===== config.mk =====
export PLATFORM = sky130hd
export DESIGN_NAME = hilo_muldiv
export DESIGN_NICKNAME = d
export VERILOG_FILES = /design/src/rtl/hilo_muldiv.sv
export SDC_FILE = /design/constraint.sdc
export NUM_CORES = 1
export LEC_CHECK = 0
export CORE_AREA = 2 2 118 234
export DETAILED_ROUTE_END_ITERATION = 6
export DIE_AREA = 0 0 120 236
export GPL_ROUTABILITY_DRIVEN = 1
export PLACE_DENSITY = 0.83
export SLEW_MARGIN = 20
export SYNTH_ARGS = -nofsm -noshare
export SYNTH_HDL_FRONTEND = slang
export SYNTH_SLANG_ARGS = --single-unit

===== constraint.sdc =====
create_clock -name clk -period 3.6 [get_ports clk]
set_input_delay 0.36 -clock clk [delete_from_list [all_inputs] [get_ports clk]]
set_output_delay 0.36 -clock clk [all_outputs]
set_load 0.02 [all_outputs]

===== src/rtl/hilo_muldiv.sv =====
// Iterative multiply/divide unit with HI/LO result registers.
// Shift-add multiplier and restoring divider share one 2*WIDTH accumulator; one step per clock.
module hilo_muldiv #(
    parameter int WIDTH = 32
) (
    input  logic             clk,
    input  logic             rst,
    input  logic             start,
    input  logic             op_div,
    input  logic             ifunsigned,
    input  logic [WIDTH-1:0] A,
    input  logic [WIDTH-1:0] B,
    input  logic             mthi,
    input  logic             mtlo,
    input  logic [WIDTH-1:0] wdata,
    output logic             busy,
    output logic             done,
    output logic             div_by_zero,
    output logic [WIDTH-1:0] hi,
    output logic [WIDTH-1:0] lo
);

    localparam int ACCW = 2 * WIDTH;
    localparam int CW   = $clog2(WIDTH);
    localparam logic [CW-1:0] LAST_STEP = CW'(WIDTH - 1);

    localparam logic [1:0] IDLE = 2'd0;
    localparam logic [1:0] CALC = 2'd1;
    localparam logic [1:0] FIX  = 2'd2;

    function automatic logic [WIDTH-1:0] magnitude(input logic [WIDTH-1:0] v, input logic is_neg);
        return is_neg ? ((~v) + WIDTH'(1)) : v;
    endfunction

    logic [1:0]       state_r;
    logic [CW-1:0]    cnt_r;
    logic [ACCW-1:0]  acc_r;
    logic [WIDTH-1:0] opb_r;
    logic             op_div_r;
    logic             neg_q_r;
    logic             neg_rem_r;
    logic             busy_r;
    logic             done_r;
    logic             dbz_r;
    logic [WIDTH-1:0] hi_r;
    logic [WIDTH-1:0] lo_r;

    logic             a_neg_s;
    logic             b_neg_s;
    logic [WIDTH:0]   mul_sum_s;
    logic [ACCW-1:0]  mul_next_s;
    logic [WIDTH:0]   div_top_s;
    logic [WIDTH+1:0] div_diff_s;
    logic [ACCW-1:0]  div_next_s;
    logic [ACCW-1:0]  step_s;
    logic [ACCW-1:0]  prod_neg_s;

    // One iteration of either algorithm, selected by the latched op.
    always_comb begin
        a_neg_s    = ~ifunsigned & A[WIDTH-1];
        b_neg_s    = ~ifunsigned & B[WIDTH-1];
        // Multiply: low half holds the remaining multiplier bits, product grows from the top.
        mul_sum_s  = {1'b0, acc_r[ACCW-1:WIDTH]} + (acc_r[0] ? {1'b0, opb_r} : {(WIDTH+1){1'b0}});
        mul_next_s = {mul_sum_s, acc_r[WIDTH-1:1]};
        // Divide: the shifted remainder needs WIDTH+1 bits before the trial subtract.
        div_top_s  = acc_r[ACCW-1:WIDTH-1];
        div_diff_s = {1'b0, div_top_s} - {2'b00, opb_r};
        if (!div_diff_s[WIDTH+1]) begin
            div_next_s = {div_diff_s[WIDTH-1:0], acc_r[WIDTH-2:0], 1'b1};
        end else begin
            div_next_s = {acc_r[ACCW-2:0], 1'b0};
        end
        if (op_div_r) begin
            step_s = div_next_s;
        end else begin
            step_s = mul_next_s;
        end
        prod_neg_s = (~acc_r) + ACCW'(1);
    end

    // Control FSM, iteration datapath and HI/LO register file.
    always_ff @(posedge clk) begin
        if (rst) begin
            state_r   <= IDLE;
            cnt_r     <= '0;
            acc_r     <= '0;
            opb_r     <= '0;
            op_div_r  <= 1'b0;
            neg_q_r   <= 1'b0;
            neg_rem_r <= 1'b0;
            busy_r    <= 1'b0;
            done_r    <= 1'b0;
            dbz_r     <= 1'b0;
            hi_r      <= '0;
            lo_r      <= '0;
        end else begin
            done_r <= 1'b0;
            case (state_r)
                IDLE: begin
                    if (start) begin
                        if (op_div && (B == '0)) begin
                            hi_r   <= A;
                            lo_r   <= '1;
                            done_r <= 1'b1;
                            dbz_r  <= 1'b1;
                        end else begin
                            if (op_div) begin
                                acc_r <= {{WIDTH{1'b0}}, magnitude(A, a_neg_s)};
                                opb_r <= magnitude(B, b_neg_s);
                            end else begin
                                acc_r <= {{WIDTH{1'b0}}, magnitude(B, b_neg_s)};
                                opb_r <= magnitude(A, a_neg_s);
                            end
                            op_div_r  <= op_div;
                            neg_q_r   <= a_neg_s ^ b_neg_s;
                            neg_rem_r <= a_neg_s;
                            cnt_r     <= '0;
                            busy_r    <= 1'b1;
                            state_r   <= CALC;
                        end
                    end else begin
                        if (mthi) hi_r <= wdata;
                        if (mtlo) lo_r <= wdata;
                    end
                end
                CALC: begin
                    acc_r <= step_s;
                    cnt_r <= cnt_r + CW'(1);
                    if (cnt_r == LAST_STEP) state_r <= FIX;
                end
                FIX: begin
                    if (op_div_r) begin
                        lo_r <= neg_q_r   ? magnitude(acc_r[WIDTH-1:0], 1'b1)    : acc_r[WIDTH-1:0];
                        hi_r <= neg_rem_r ? magnitude(acc_r[ACCW-1:WIDTH], 1'b1) : acc_r[ACCW-1:WIDTH];
                    end else begin
                        {hi_r, lo_r} <= neg_q_r ? prod_neg_s : acc_r;
                    end
                    dbz_r   <= 1'b0;
                    done_r  <= 1'b1;
                    busy_r  <= 1'b0;
                    state_r <= IDLE;
                end
                default: begin
                    busy_r  <= 1'b0;
                    state_r <= IDLE;
                end
            endcase
        end
    end

    assign busy        = busy_r;
    assign done        = done_r;
    assign div_by_zero = dbz_r;
    assign hi          = hi_r;
    assign lo          = lo_r;

endmodule

==> reports/qor.yml <==
grt_max_degree: 91
cts_inserted_buffers: 17
first_global_vias: 15700
clock_latency_ns: 0.47
slew_headroom_pct: 43.1
leakage_nw: 7.21
crit_required_ns: 3.97
place_congestion: 1.02
design.core.area_um2: 26700
power_frac_seq_pct: 36.1
cts.sinks: 173
final_cell_mix: "nor2_1, nand2_1, a21oi_1"
skew_ns: 0.0137
portBuffers: 169
synth_top_family_by_area: "compound AO/OA/AOI/OAI gates"
htree_levels: 4
synth.distinct_cells: 99
multi_input_area_um2: 10700
final.setup.worst_slack_ns: 0.158
grt_antenna_before_repair: 0
ios: 170
critPathArrivalTime_ns: 3.81
met2_usage_pct: 61.5
synth_top_area_share_pct: 22.9
die_height_um: 236
synth-edff-count: 0
hp-start: "rst"
synth_compound_area_share_pct: 28.6
slew_viol_final: 0
synth_area_leaders: "dfxtp_1, a21oi_1, ha_1"
drc: 0
postSynthAreaPerCell_um2: 7.52
gr-usage-met1_pct: 47.6
p_switching_w: 0.00218
dp_slack_ns: 0.0478
diodes: 0
power.internal_w: 0.00379
clkTransAtPathRegs_ns: 0.08
final-seq-area_um2: 3460
num-nets-final: 2370
use_met3_pct: 6.09
period_minus_slack_ns: 3.44
die-area_um2: 28300
drtPass1Iterations: 5
post-route-period-util_pct: 95.6
startpoint: "opb_r[21]"
final_common_cell: "nor2_1"
die_w_um: 120
rsz0062_at_grt: "no"
worst_setup_path_end_kind: "flip-flop"
yosys.area_share.simple_pct: 20.5
fill_cells: 2278
wl_um: 56000
crit_type: "flip-flop to flip-flop"
sw_frac_of_total_pct: 36.5
syn_inst: 2010
drive_above_1_share_pct: 10.6
tns_ns: 0
dp_hpwl_um: 44100
synth_xor_area_share_pct: 9.85
track_usage_pct: 38.9
critical_path_peak_fanout: 8
synth_fp_nets: 2185
fmax_mhz: 291
postSynth.asyncResetShare_pct: 0
synth-main-ff-cell: "dfxtp_1"
ys_seq_area_share_pct: 22.9
grt_pass1_wl_um: 86500
yosys_warnings: 0
share_comb_of_total_power_pct: 31.6
final_util_pct: 68.3
pwr-share-clk_pct: 32.3
finalHoldViolCount: 0
wl_per_cell_um: 21.9
synthAdderAreaFrac_pct: 6.06
rows: 85
muxShareOfSynthArea_pct: 5.67
viasPerCell: 6.53
synth-seq-cells: 173
timing.rr.start: "opb_r[21]"
cts_buffer_depth: 2
grt.busiest_layer: "met2"
cap_violations: 0
start_kind: "flip-flop"
ant_nets: 0
status: "finished, final reports clean"
via_count: 16700
tightest_slew_ns: 0.853
cts_tree: "done"
first_iter_violations: 1830
hold_path.class: "input port to flip-flop"
syn_to_final_growth_pct: 20.7
synth_top_area_cell: "dfxtp_1"
setup_viol: 0
ctsRootBufferMaster: "clkbuf_16"
power.density_nw_per_um2: 328
postCtsHoldBufs: 0
grt_overflow_total: 0
syn_area_um2: 15100
irDropWorstVdd_uv: 346
initial_core_util_pct: 56.6
metrics by stage:
step / instances / hold WS, ns / cell area [um^2] / power [W]
after floorplan: 2010 / 0.432 / 15100 / 0.00332
after global placement: 2524 / 0.439 / 17600 / 0.00400
after detailed placement: 2524 / 0.445 / 17600 / 0.00402
after CTS: 2555 / 0.365 / 18200 / 0.00592
after global routing: 2555 / 0.399 / 18200 / 0.00620
final: 2555 / 0.379 / 18200 / 0.00598
layout make-up:
cell class	instances	share of cell area, %
clock inverter	14	0.961
timing repair buffer	304	15.0
clock buffer	17	2.33
multi-input combinational	1627	58.8
inverter	72	1.48
sequential	173	19.0
tap	348	2.39
synthesized netlist by cell type (all sizes together) (5+ instances only):
cell and n:
xor2 89, nand2 204, o311ai 16, dfxtp 173, and2 8, o21ai 125, nor3 60, o21a 9
nor2b 18, a41oi 7, o221ai 16, or2 5, nand4 8, mux2i 80, nor4 28, o211ai 29
nand3 33, o22ai 5, or4 14, clkbuf 101, a221o 11, or3 12, xnor2 81, a21oi 188
a31oi 30, buf 36, ha 70, inv 71, o41ai 18, o31ai 25, a22oi 20, nand2b 23
o21bai 6, a21o 23, and3 14, a221oi 9, mux2 5, a211oi 75, nor2 205
power by group through the flow:
| stage | clock network, W | logic [W] | registers [W] |
|---|---|---|---|
| 3_5_place_dp | 0 | 0.00182 | 0.00219 |
| 3_3_place_gp | 0 | 0.00181 | 0.00219 |
| 4_1_cts | 0.00193 | 0.00184 | 0.00215 |
| 2_1_floorplan | 0 | 0.00113 | 0.00219 |
| 6_report | 0.00193 | 0.00189 | 0.00216 |
| 5_1_grt | 0.00202 | 0.00202 | 0.00216 |
kinds of logic after synthesis:
kind of cell,after synthesis
adder cells (fa/ha/maj),72
buffers and inverters,210
flip-flops,173
AND/OR/NAND/NOR,649
XOR/XNOR,170
AO/OA/AOI/OAI,651
multiplexers,85
worst max-delay path: stages (launching register included):
cell,delay [ns]
dfxtp_1,0.42
inv_1,0.11
ha_1,0.41
nand4_1,0.20
nor3_2,0.35
nand4_1,0.14
o221ai_1,0.34
nor4_1,0.11
buf_4,0.17
or2_2,0.38
buf_4,0.21
a211oi_1,0.25
a21oi_1,0.07
nor2_1,0.18
metal layers:
metal / up-vias / routed length, um
li1: 7736 / -
met1: 7748 / 21100
met2: 970 / 25200
met3: 231 / 5150
met4: 0 / 4590
met5: - / 0
registers in the layout (all words and copies together), names as in the netlist:
| signal | count |
|---|---|
| acc_r | 64 |
| cnt_r | 5 |
| done | 1 |
| neg_q_r | 1 |
| state_r | 2 |
| op_div_r | 1 |
| hi | 32 |
| neg_rem_r | 1 |
| div_by_zero | 1 |
| busy | 1 |
| lo | 32 |
| opb_r | 32 |
path summary, 6_finish.rpt:
path                   end  slack [ns]  cells after the start
hold reg to reg   opb_r[7]        0.45                      2
hold / removal      lo[25]        0.38                      2
setup / recovery  acc_r[0]        0.16                     13
setup reg to reg  acc_r[0]        0.16                     13
what timing repair did:
| item | CTS | global route |
|---|---|---|
| buffers inserted | 0 | 0 |
| setup endpoints to repair | 0 | 23 |
| resized for setup | 0 | 4 |
(Power assumes the default switching activity.)
==> variant, RTL diff (same flow settings) <==
Set the parameter `WIDTH` to 16 (it was 32).
--- a/src/rtl/hilo_muldiv.sv
+++ b/src/rtl/hilo_muldiv.sv
@@ -1,7 +1,7 @@
 // Iterative multiply/divide unit with HI/LO result registers.
 // Shift-add multiplier and restoring divider share one 2*WIDTH accumulator; one step per clock.
 module hilo_muldiv #(
-    parameter int WIDTH = 32
+    parameter int WIDTH = 16
 ) (
     input  logic             clk,
     input  logic             rst,
Ports: changed (5 resized); port bits go from 170 to 90. No check against the original RTL was run, so the function may have changed too.
==> variant against the unedited design <==
Final area down 49%. Routed wire length down 55%. Clock power down 50%. Via count down 51%. Sequential cell count down 81. Power down 48%. Area after synthesis down 49%. Critical path depth down 4. Worst setup slack better by 0.38 ns. Critical path type unchanged.
==> variant: results (changes against the unedited design) <==
Outcome
  – Run status: completed (unchanged)

Critical path
  – Dominant delay contributor by cell family on the critical path: compound AO/OA/AOI/OAI gates (was simple AND/OR/NAND/NOR gates)
  – Peak fanout along the critical path: 12 (was 8)
  – Crit path capture: acc_r[27] (was acc_r[0])
  – Worst Setup SP: acc_r[18] (was opb_r[21])
  – CP max stage delay: 0.53 ns (was 0.42 ns)
  – Endpoint arrival time on the critical path: 3.37 ns (was 3.81 ns)
  – Setup slack, reg-to-reg: 0.54 ns (was 0.16 ns)
  – Number of cells on the worst reg-to-reg path: 9 (was 13)

Clock network
  – Total number of H-tree levels: 3 (was 4)
  – Cts bufs inserted: 9 (was 17)
  – Worst skew pair latency: 0.36 ns (was 0.47 ns)
  – Clock-pin slew on the worst setup and hold paths: 0.06 ns (was 0.08 ns)

Layout
  – Number of nets in the layout: 1,186 (was 2,370)
  – Fraction of final layout cells with drive strength greater than 1: 5.57% (was 10.6%)
  – Max reg flops: 32 (was 64)
  – Layout Cell Area excl Fill: 0.00925 sq mm (was 0.0182 sq mm)
  – Fill cell count: 2,763 (was 2,278)

Global routing
  – Number of global-route vias before repair: 7,473 (was 15.7k)
  – GR Util All Layers: 17.3% (was 38.9%)
  – Largest net degree at the start of global routing: 72 (was 91)
  – Global-route wire length before repair: 39.4 mm (was 86.5 mm)

Synthesis
  – Number of different library cells in the post-synthesis netlist: 73 (was 99)
  – Ranking of synthesized cells by area: dfxtp_1 (24%), ha_1 (6.0%), mux2i_1 (6.0%), a21oi_1 (5.8%), nor2_1 (5.3%) (was dfxtp_1 (23%), a21oi_1 (6.1%), ha_1 (5.8%), mux2i_1 (5.3%), xor2_1 (5.2%))
  – Commonest cells in the netlist: nor2_1 (109), nand2_1 (103), dfxtp_1 (92) (was nor2_1 (204), nand2_1 (200), a21oi_1 (184))
  – Sequential share of the synthesized area: 23.9% (was 22.9%)
  – Synthesized net count: 1,128 (was 2,185)

Placed design
  – Area after detailed placement: 0.00896 sq mm (was 0.0176 sq mm)
  – IO Port Bufs: 89 (was 169)
  – Final RePlAce weighted congestion: 1.07 (was 1.02)
  – Final HPWL DP: 19.4 mm (was 44.1 mm)

Power
  – Worst-case vdd ir drop: 0.000190 V (was 0.000346 V)
  – Cell leakage power: 0.00341 uW (was 0.00721 uW)
  – Switching share of power: 34.6% (was 36.5%)

Timing
  – Setup skew after layout: 0.00758 ns (was 0.0137 ns)
  – Max transition margin: 34.8% (was 43.1%)

Drt
  – Routed via count: 8,145 (was 16.7k)
  – First DRT Iteration DRCs: 682 (was 1,830)

Hold path
  – Hold Crit Class: reg -> reg (was in -> reg)
[variant: changes by cell type in the layout (fill, tap and decap cells not counted), sizes merged, moves of 34 or more]
cell / unedited run / this run
xor2: 89 / 31
dfxtp: 173 / 92
a21oi: 188 / 91
clkdlybuf4s50: 166 / 88
nand2: 204 / 103
o21ai: 125 / 55
mux2i: 80 / 46
xnor2: 81 / 36
buf: 138 / 24
inv: 77 / 38
nor2: 205 / 110
[variant: metrics by stage]
stage               util (%)  instances  total power [uW]  hold slack (ns)  worst slack (ns)
global route            34.6       1444              3230            0.478             0.375
floorplan                  -       1034              1800            0.432              1.10
CTS                     34.6       1444              3070            0.457             0.614
detailed placement      33.6       1429              2120            0.448             0.527
finish                  34.6       1444              3090            0.456             0.539
global placement        33.6       1429              2110            0.441             0.593
[variant: per-layer routing]
layer	track usage (%)	wire [um]	vias up
li1	-	-	3906
met1	22.5	10100	3724
met2	26.9	11200	438
met3	4.47	2540	77
met4	7.38	1130	0
met5	0	0	-
[variant: final cells by class]
class | instances | area, sq um | area share [%]
Clock inverter | 6 | 65.1 | 0.704
Sequential cell | 92 | 1840 | 19.9
Clock buffer | 9 | 225 | 2.44
Inverter | 39 | 146 | 1.58
Multi-Input combinational cell | 838 | 5470 | 59.2
Tap cell | 348 | 435 | 4.71
Timing Repair Buffer | 112 | 1060 | 11.4
[variant: cell families after synthesis]
logic type	count (synthesis)	synth area share (%)
simple gates	356	21.7
compound gates	325	28.3
buf+inv	104	5.32
flops	92	23.9
xor+xnor	67	7.60
mux	51	6.69
fa+ha+maj	39	6.52
[variant: power groups by stage]
stage | Sequential [uW] | Clock [uW] | Combinational (uW)
finish | 1160 | 964 | 964
global route | 1160 | 1010 | 1050
CTS | 1160 | 972 | 947
detailed placement | 1180 | 0 | 943
global placement | 1180 | 0 | 932
floorplan | 1170 | 0 | 636
[variant: worst min path at each step]
stage / from / to / slack (ns) / cells past startpoint
2_1_floorplan: opb_r[11] / opb_r[11] / 0.43 / 2
3_3_place_gp: opb_r[4] / opb_r[4] / 0.44 / 2
3_5_place_dp: opb_r[11] / opb_r[11] / 0.45 / 2
4_1_cts: opb_r[11] / opb_r[11] / 0.46 / 2
5_1_grt: hi[5] / hi[5] / 0.48 / 2
6_report: opb_r[6] / opb_r[6] / 0.46 / 2
[variant: worst min-delay path: cells and delay by family (launching register included)]
kind | cells | cell delay (ns)
DFF | 1 | 0.31
and+or+nand+nor | 1 | 0.05
AOI/OAI and AO/OA | 1 | 0.05
